[src/rtl/imx_sync_pattern_gen.sv]
// Sony sub-LVDS sensor emulator: per-lane 12-bit word streams with SAV/EAV sync codes,
// blanking lines and test-pattern pixel data for exercising the capture path.
module imx_sync_pattern_gen #(
    parameter int          LANES      = 8,
    parameter int          H_ACTIVE   = 64,
    parameter int          H_BLANK    = 16,
    parameter int          V_ACTIVE   = 8,
    parameter int          V_BLANK    = 2,
    parameter logic [11:0] BLANK_CODE = 12'h040
) (
    input  logic                  clk,
    input  logic                  rst_n,
    input  logic                  enable,
    input  logic [1:0]            mode,
    output logic [LANES*12-1:0]   dout,
    output logic                  dvalid,
    output logic                  line_start,
    output logic                  frame_start,
    output logic                  busy
);

    localparam int WMAX  = (H_ACTIVE > H_BLANK) ? ((H_ACTIVE > 4) ? H_ACTIVE : 4)
                                                : ((H_BLANK > 4) ? H_BLANK : 4);
    localparam int WW    = $clog2(WMAX);
    localparam int LINES = V_BLANK + V_ACTIVE;
    localparam int LW    = (LINES > 1) ? $clog2(LINES) : 1;

    localparam logic [WW-1:0] HA_LAST   = WW'(H_ACTIVE - 1);
    localparam logic [WW-1:0] HB_LAST   = WW'(H_BLANK - 1);
    localparam logic [WW-1:0] SYNC_LAST = WW'(3);
    localparam logic [LW-1:0] L_LAST    = LW'(LINES - 1);
    localparam logic [LW-1:0] VB        = LW'(V_BLANK);
    localparam logic [11:0]   LANES_12  = 12'(LANES);

    typedef enum logic [2:0] {IDLE, SAV, ACTIVE, EAV, HBLANK} state_t;

    state_t              state, state_n;
    logic [WW-1:0]       wcnt, wcnt_n;
    logic [LW-1:0]       lcnt, lcnt_n;
    logic [1:0]          mode_q, mode_n;

    logic [LANES*12-1:0] dout_n;
    logic                dvalid_n, ls_n, fs_n, busy_n;

    // Borrow bit of (lcnt - V_BLANK) marks a blanking line; the low bits give y.
    logic [LW:0]         ydiff;
    logic                blank_line;
    logic [11:0]         x12, y12;

    assign ydiff      = {1'b0, lcnt} - {1'b0, VB};
    assign blank_line = ydiff[LW];
    assign y12        = 12'(ydiff[LW-1:0]);
    assign x12        = 12'(wcnt);

    function automatic logic [11:0] sync_word(input logic [1:0] idx, input logic [11:0] code);
        case (idx)
            2'd0:    sync_word = 12'hFFF;
            2'd1:    sync_word = 12'h000;
            2'd2:    sync_word = 12'h000;
            default: sync_word = code;
        endcase
    endfunction

    function automatic logic [11:0] clip(input logic [11:0] v);
        if (v == 12'h000)      clip = 12'h001;
        else if (v == 12'hFFF) clip = 12'hFFE;
        else                   clip = v;
    endfunction

    function automatic logic [11:0] pattern(input logic [1:0] m, input logic [11:0] x,
                                            input logic [11:0] lane, input logic [11:0] y);
        case (m)
            2'd0:    pattern = x * LANES_12 + lane + y;
            2'd1:    pattern = 12'h800;
            2'd2:    pattern = y;
            default: pattern = {lane[3:0], x[7:0]};
        endcase
    endfunction

    always_comb begin
        state_n  = state;
        wcnt_n   = wcnt;
        lcnt_n   = lcnt;
        mode_n   = mode_q;
        dout_n   = {LANES{BLANK_CODE}};
        dvalid_n = 1'b0;
        ls_n     = 1'b0;
        fs_n     = 1'b0;
        busy_n   = (state != IDLE);

        case (state)
            IDLE: begin
                if (enable) begin
                    state_n = SAV;
                    wcnt_n  = '0;
                    lcnt_n  = '0;
                    mode_n  = mode;
                end
            end

            SAV: begin
                dout_n = {LANES{sync_word(wcnt[1:0], blank_line ? 12'hAB0 : 12'h800)}};
                ls_n   = (wcnt == '0);
                fs_n   = (wcnt == '0) && (lcnt == '0);
                if (wcnt == SYNC_LAST) begin
                    state_n = ACTIVE;
                    wcnt_n  = '0;
                end else begin
                    wcnt_n = wcnt + WW'(1);
                end
            end

            ACTIVE: begin
                if (!blank_line) begin
                    dvalid_n = 1'b1;
                    for (int unsigned l = 0; l < LANES; l++) begin
                        dout_n[12*l +: 12] = clip(pattern(mode_q, x12, 12'(l), y12));
                    end
                end
                if (wcnt == HA_LAST) begin
                    state_n = EAV;
                    wcnt_n  = '0;
                end else begin
                    wcnt_n = wcnt + WW'(1);
                end
            end

            EAV: begin
                dout_n = {LANES{sync_word(wcnt[1:0], blank_line ? 12'hB60 : 12'h9D0)}};
                if (wcnt == SYNC_LAST) begin
                    state_n = HBLANK;
                    wcnt_n  = '0;
                end else begin
                    wcnt_n = wcnt + WW'(1);
                end
            end

            HBLANK: begin
                if (wcnt == HB_LAST) begin
                    wcnt_n = '0;
                    if (lcnt == L_LAST) begin
                        lcnt_n = '0;
                        if (enable) begin
                            state_n = SAV;
                            mode_n  = mode;
                        end else begin
                            state_n = IDLE;
                        end
                    end else begin
                        lcnt_n  = lcnt + LW'(1);
                        state_n = SAV;
                    end
                end else begin
                    wcnt_n = wcnt + WW'(1);
                end
            end

            default: state_n = IDLE;
        endcase
    end

    always_ff @(posedge clk or negedge rst_n) begin
        if (!rst_n) begin
            state       <= IDLE;
            wcnt        <= '0;
            lcnt        <= '0;
            mode_q      <= '0;
            dout        <= {LANES{BLANK_CODE}};
            dvalid      <= 1'b0;
            line_start  <= 1'b0;
            frame_start <= 1'b0;
            busy        <= 1'b0;
        end else begin
            state       <= state_n;
            wcnt        <= wcnt_n;
            lcnt        <= lcnt_n;
            mode_q      <= mode_n;
            dout        <= dout_n;
            dvalid      <= dvalid_n;
            line_start  <= ls_n;
            frame_start <= fs_n;
            busy        <= busy_n;
        end
    end

endmodule
[config.mk]
export PLATFORM = sky130hd
export DESIGN_NAME = imx_sync_pattern_gen
export DESIGN_NICKNAME = d
export VERILOG_FILES = /design/src/rtl/imx_sync_pattern_gen.sv
export SDC_FILE = /design/constraint.sdc
export NUM_CORES = 1
export LEC_CHECK = 0
export CAP_MARGIN = 20
export CORE_UTILIZATION = 54
export DETAILED_ROUTE_END_ITERATION = 8
export PLACE_DENSITY = 0.81
export SKIP_CTS_REPAIR_TIMING = 1
export SLEW_MARGIN = 20
export SYNTH_ARGS = -nofsm -noshare
export SYNTH_HDL_FRONTEND = slang
export SYNTH_SLANG_ARGS = --single-unit
[constraint.sdc]
create_clock -name clk -period 4.8 [get_ports clk]
set_input_delay 1.2 -clock clk [delete_from_list [all_inputs] [get_ports clk]]
set_output_delay 1.2 -clock clk [all_outputs]
set_load 0.01 [all_outputs]
==> flow_summary.toml <==
[routing]
drt-initial-drc-count = 677
avgRoutedWirePerCell_microns = 22.7
ant_nets = 0
viasPerCell = 6.32
vias = 5692
drc = 0
wl_microns = 20400
firstDrtPassIters = 7

[power]
p_sw_share_pct = 45.7
power.leakage_uw = 0.00322
p_per_area_nw_per_um2 = 744
peakVddDrop_v = 0.000538
power_uw = 5580
p_int_uw = 3030
p_comb_share_pct = 58.4
clkPwrFrac_pct = 14.0
p_sw_uw = 2550
p_seq_share_pct = 27.6

[timing]
grt_setup_unrepaired = "no"
fin_skew_ns = 0.00937
final.min_clock_period_ns = 4.19
worst_pin_slew_ns = 1.05
setup_tns_ns = 0
relSlewSlack_pct = 30.0
setup_viol_count_final = 0
drv_slew = 0
clock.fmax_mhz = 239
hold_viol = 0
fin_crit_sh_pct = 87.2

[clock_network]
cts_buffer_depth = 2
cts_buffers = 9
cts_sinks = 110
clk_pin_slew_ns = 0.07
clk_latency_ns = 0.35
cts_tree = "built"
cts_root_buf = "clkbuf_16"
cts_max_level = 3

[yosys]
synthCells = 679
synth_top_area_share_pct = 41.8
synth.distinct_cells = 65
yosysTopAreaCell = "dfrtp_1"
synth_area_sq_um = 6110
synth-main-ff-cell = "dfrtp_1"
synthTopCellsByArea = "dfrtp_1, o21ai_0, a21oi_1"
ys_ff_latch = 110
synth-seq-area-share_pct = 45.2
ys_async_sr_fraction_pct = 100
synth_nets = 707
yosysWarnings = 0
syn_area_per_cell_sq_um = 9.00
synth_edf_count = 0

[global_routing]
grt_pass1_wl_microns = 31000
grt.overflow.total = 0
grt_use_total_pct = 36.0
grt_pass1_vias = 5331
grt_max_degree = 89
antenna_found_initial = 0

[placement]
io_buffer_count = 104
dpl.hpwl_microns = 15200
gp_congestion = 0.954
post-place-cells = 885
placed_area_sq_um = 7190

[critical_path]
critical_path_required_ns = 5.05
cp_max_fo = 14
startpoint_type = "flop"
critPathArrivalTime_ns = 4.44
critical_path_class = "flop to flop"
end_kind = "flop"

[die]
io-pin-count = 105
start_util_pct = 55.9
coreArea_sq_um = 10900
die-width_microns = 108
placementRows = 38
fp.dieH_microns = 108
dieArea_sq_um = 11800

[cells_and_area]
drive_gt1_share_pct = 7.36
finalInstanceArea_sq_um = 7500
area_growth_pct = 22.6
finalNonFillerCells = 901
finalNetCount = 784
n_antenna_cell = 0

[worst_hold_path]
min_path_type = "flop to flop"

[job]
drv_cap = 0

[outcome]
status = "complete, no violations"
-- power groups by stage --
stage,Combinational [uW],Clock [uW],Sequential [uW]
final,3260,781,1540
after global routing,3460,811,1570
after CTS,3190,776,1540
after detailed placement,3160,0,1550
after global placement,3150,0,1520
after floorplan,1680,0,1620
-- critical path, stage by stage, from the launching register on --
cell and delay [ns]:
dfrtp_1 0.64, inv_1 0.20, ha_1 0.36, xor2_1 0.35
ha_1 0.39, ha_1 0.46, nand3_1 0.23, o21ai_0 0.20
mux2i_1 0.26, nand2_1 0.15, or4b_1 0.58, a31o_1 0.25
-- per-stage QoR --
| stage | utilization (%) | worst slack [ns] | hold slack, ns |
|---|---|---|---|
| finish | 68.5 | 0.612 | 0.619 |
| global route | 68.5 | 0.312 | 0.661 |
| CTS | 68.5 | 0.667 | 0.613 |
| detailed placement | 65.7 | 0.681 | 0.605 |
| global placement | 65.7 | 0.801 | 0.593 |
| floorplan | - | 1.21 | 0.526 |
-- path summary, 6_finish.rpt --
check | end | slack (ns) | startpoint | cells past startpoint
setup / recovery | dout[70] | 0.61 | lcnt[1] | 11
max in group asynchronous | wcnt[1] | 3.09 | rst_n | 2
min in group asynchronous | dout[49] | 0.90 | rst_n | 1
hold / removal | mode_q[1] | 0.62 | mode_q[1] | 1
hold reg to reg | mode_q[1] | 0.62 | mode_q[1] | 1
setup reg to reg | dout[70] | 0.61 | lcnt[1] | 11
-- area by class of cell --
class / count / area (sq um)
flip-flops and latches: 110 / 2760
well taps: 140 / 175
clock buffers: 10 / 239
clock inverters: 6 / 67.6
multi-input cells: 497 / 3030
fillers: 882 / 3440
repair buffers: 117 / 1140
inverters: 21 / 80.1
-- layer usage --
layer	share of wire, %	routed length (microns)	global-route usage, %	vias to the layer above
met5	0	0	0	-
met4	4.1	843	17.5	0
met3	8.8	1800	5.49	62
met2	47	9570	56.3	385
met1	40	8230	48.9	2723
li1	-	-	-	2522
-- registers in the layout, indices dropped and copies added, names as in the netlist --
| name | count |
|---|---|
| lcnt | 4 |
| line_start | 1 |
| dout | 91 |
| mode_q | 2 |
| busy | 1 |
| wcnt | 6 |
| dvalid | 1 |
| frame_start | 1 |
| state | 3 |
-- cells in the final DEF, fill, tap and decap left out, drive strengths merged, types with 14 or more instances in the layout --
cell / count
a21oi: 60
buf: 14
clkdlybuf4s50: 103
dfrtp: 102
ha: 22
inv: 21
nand2: 60
nand3: 16
nor2: 50
nor3: 15
o21ai: 98
xnor2: 31
-- cells in the mapped netlist, types with 4 or more instances --
cell type  count
nand2_1       60
nor3_1        15
dfrtp_1      102
nor2b_1       10
a31oi_1        8
nand4_1        9
a211o_1        4
xnor2_1       31
inv_1         17
ha_1          22
mux2_2         6
buf_4          6
xor2_1        12
and2_1         7
clkbuf_1      23
o22ai_1        5
nor4_1         7
buf_2         14
buf_1          7
nand3_1       16
o21ai_0       96
or3_1          7
dfstp_2        8
nand2b_1       6
a21o_1         9
o31ai_1        9
a21oi_1       59
nor2_1        50
-- cell families after synthesis --
logic type                 share of synthesized area, %
and+or+nand+nor                                    15.7
muxes                                              1.60
buffers and inverters                              5.22
DFF                                                45.2
AOI/OAI and AO/OA                                  21.3
adders and majority gates                          4.83
xor gates and xnor gates                           6.16
Note: power is estimated with default switching activity, not from simulation.
==> edit: new RTL, same settings <==
`H_BLANK`: 16 -> 8.
--- a/src/rtl/imx_sync_pattern_gen.sv
+++ b/src/rtl/imx_sync_pattern_gen.sv
@@ -5,3 +5,3 @@
     parameter int          H_ACTIVE   = 64,
-    parameter int          H_BLANK    = 16,
+    parameter int          H_BLANK    = 8,
     parameter int          V_ACTIVE   = 8,
Formal check against the unedited RTL: no difference found for any inputs over 10 cycles, from zero or initial values and one cycle with rst_n low; that may be too few to reach the edited logic, so the function may still have changed.
==> edit against the unedited design <==
Non-clock buffer count stayed put. Worst setup slack better by 0.15 ns. Final area is 0.85% lower. Sequential share of layout area is 0.32 points higher. Utilization is 0.58 points lower. Routed wire length is 2.0% lower. First-iteration DRC count is 16% lower. Area after synthesis is 0.10% lower. Sequential cell count stayed put. Critical path type unchanged.
Power is left out: it rests on default switching activity, and per cell area and clock period it moved more than threefold.
==> edit: results (changes against the unedited design) <==
The synthesized-area fraction occupied by ao, oa, aoi and oai cells is 20.9% (was 21.3%). The transition time at the pin with the least slew margin is 0.956 ns (was 1.05 ns). The HPWL after detailed placement is 15000 um (was 15200 um).

The number of fill cells is 893 (was 882). The routability congestion estimate from global placement came to 0.975 (was 0.954). The detailed-routing iteration count for the pre-antenna-repair pass is 6 (was 7).

The first-pass GRT wire length came out at 30500 um (was 31000 um). Most used standard cells in the synthesized netlist: sky130_fd_sc_hd__o21ai_0 (111), sky130_fd_sc_hd__dfrtp_1 (102), sky130_fd_sc_hd__nand2_1 (79) (was sky130_fd_sc_hd__dfrtp_1 (102), sky130_fd_sc_hd__o21ai_0 (96), sky130_fd_sc_hd__nand2_1 (60)). The most used flip-flop cell after synthesis is sky130_fd_sc_hd__dfrtp_1 (unchanged). The net count of the finished layout is 774 (was 784).

The largest fanout on the critical path is 13 (was 14). The via count of the routed design was 5562 (was 5692). The maximum number of pins on one net before global-route repair was 75 (was 89). The total instance count after detailed placement came out at 876 (was 885).

The per-cell via count in the routed design is 6.24 (was 6.32). The count of buffers inserted at the top-level ports was 104 (unchanged). The placed cell area is 7130 um^2 (was 7190 um^2). The via count of the first global-routing pass came out at 5407 (was 5331). Cell types with the largest area share after synthesis: sky130_fd_sc_hd__dfrtp_1 (42%), sky130_fd_sc_hd__o21ai_0 (9.1%), sky130_fd_sc_hd__nand2_1 (4.9%) (was sky130_fd_sc_hd__dfrtp_1 (42%), sky130_fd_sc_hd__o21ai_0 (7.9%), sky130_fd_sc_hd__a21oi_1 (4.8%)). The starting DRC count in detailed routing came out at 570 (was 677). The post-route standard cell area excluding fillers came out at 7430 um^2 (was 7500 um^2).

The fraction of synthesized area in multiplexers came out at 1.37% (was 1.60%). The combined global-route utilization of all metal layers is 35.5% (was 36.0%). The adder and majority gate portion of the synthesized area is 4.63% (was 4.83%). The average detailed-routed wire length per instance is 22.5 um (was 22.7 um).

The clock-pin slew of the registers on the worst-case setup and hold paths is 0.08 ns. The setup skew after layout was 0.0102 ns (was 0.00937 ns). The share of the yosys chip area belonging to registers came out at 45.2% (about the same).

The clock tree root buffer cell is sky130_fd_sc_hd__clkbuf_16 (unchanged). The parity-gate share of the synthesized area counting xor and xnor cells is 5.45% (was 6.16%). The post-synthesis instance total came out at 676 (was 679). The arrival time at the worst endpoint is 4.25 ns (was 4.44 ns). Run status: finished, final reports clean (unchanged). The count of cell types in the netlist is 63 (was 65). The layout cell share with drive strength beyond 1 came out at 7.31% (was 7.36%).

The clock latency of the later-clocked register in the worst-skew pair came out at 0.35 ns (about the same). The deepest clock path buffer count came out at 2 (unchanged). The die width is 108 um (about the same). The classification of the worst-slack hold path is reg2reg (unchanged).

The net count after synthesis is 703 (was 707). The number of antenna violations at the first check in global routing is 0 (unchanged). The delay of the slowest critical-path stage is 0.60 ns (was 0.64 ns).
-- edit: cell count changes in the layout (fill, tap and decap cells not counted), sizes merged, moves of 6 or more --
cell,change
o21ai,+17
o31ai,-6
xnor2,-12
a21oi,-14
xor2,+7
nor4,-6
a21o,-6
nor2,-19
nand2,+19
-- edit: final timing paths --
check / startpoint / endpoint / slack [ns] / cells past startpoint
min in group asynchronous: rst_n / dout[76] / 0.99 / 1
min: lcnt[3] / lcnt[3] / 0.62 / 1
max in group asynchronous: rst_n / dout[71] / 2.81 / 2
max reg2reg: lcnt[1] / dout[95] / 0.77 / 11
max: lcnt[1] / dout[95] / 0.77 / 11
min reg2reg: lcnt[3] / lcnt[3] / 0.62 / 1
-- edit: final cells by class --
| cell class | count | area [um^2] | area share (%) |
|---|---|---|---|
| clock buffers | 9 | 225 | 3.03 |
| multi-input cells | 492 | 2990 | 40.3 |
| well taps | 140 | 175 | 2.36 |
| repair buffers | 117 | 1140 | 15.3 |
| clock inverters | 7 | 75.1 | 1.01 |
| flip-flops and latches | 110 | 2760 | 37.2 |
| inverters | 17 | 63.8 | 0.859 |
-- edit: critical path: cells and delay by family, from the launching register on --
family / cells / cell delay, ns
AND/OR/NAND/NOR: 1 / 0.53
adder cells (fa/ha/maj): 3 / 1.20
buffers and inverters: 2 / 0.40
XOR/XNOR: 2 / 0.58
AO/OA/AOI/OAI: 3 / 0.57
flip-flops: 1 / 0.60
-- edit: metrics by stage --
| stage | util [%] | setup WS (ns) |
|---|---|---|
| 2_1_floorplan | - | 1.80 |
| 3_3_place_gp | 65.2 | 1.08 |
| 3_5_place_dp | 65.2 | 0.904 |
| 4_1_cts | 68.0 | 0.880 |
| 5_1_grt | 68.0 | 0.551 |
| 6_report | 68.0 | 0.766 |
-- edit: cell families (layout without fill, tap and decap cells) --
family | count (synthesis) | count (layout)
simple gates | 203 | 203
buf+inv | 74 | 150
mux | 8 | 8
xor+xnor | 38 | 38
compound gates | 221 | 221
fa+ha+maj | 22 | 22
flops | 110 | 110
-- edit: layer usage --
layer  up-vias  wire length [um]  global-route usage, %
met5         -                 0                      0
met4         0               949                   18.0
met3        65              1910                   5.79
met2       364              9060                   54.0
met1      2627              8130                   49.0
li1       2506                 -                      -
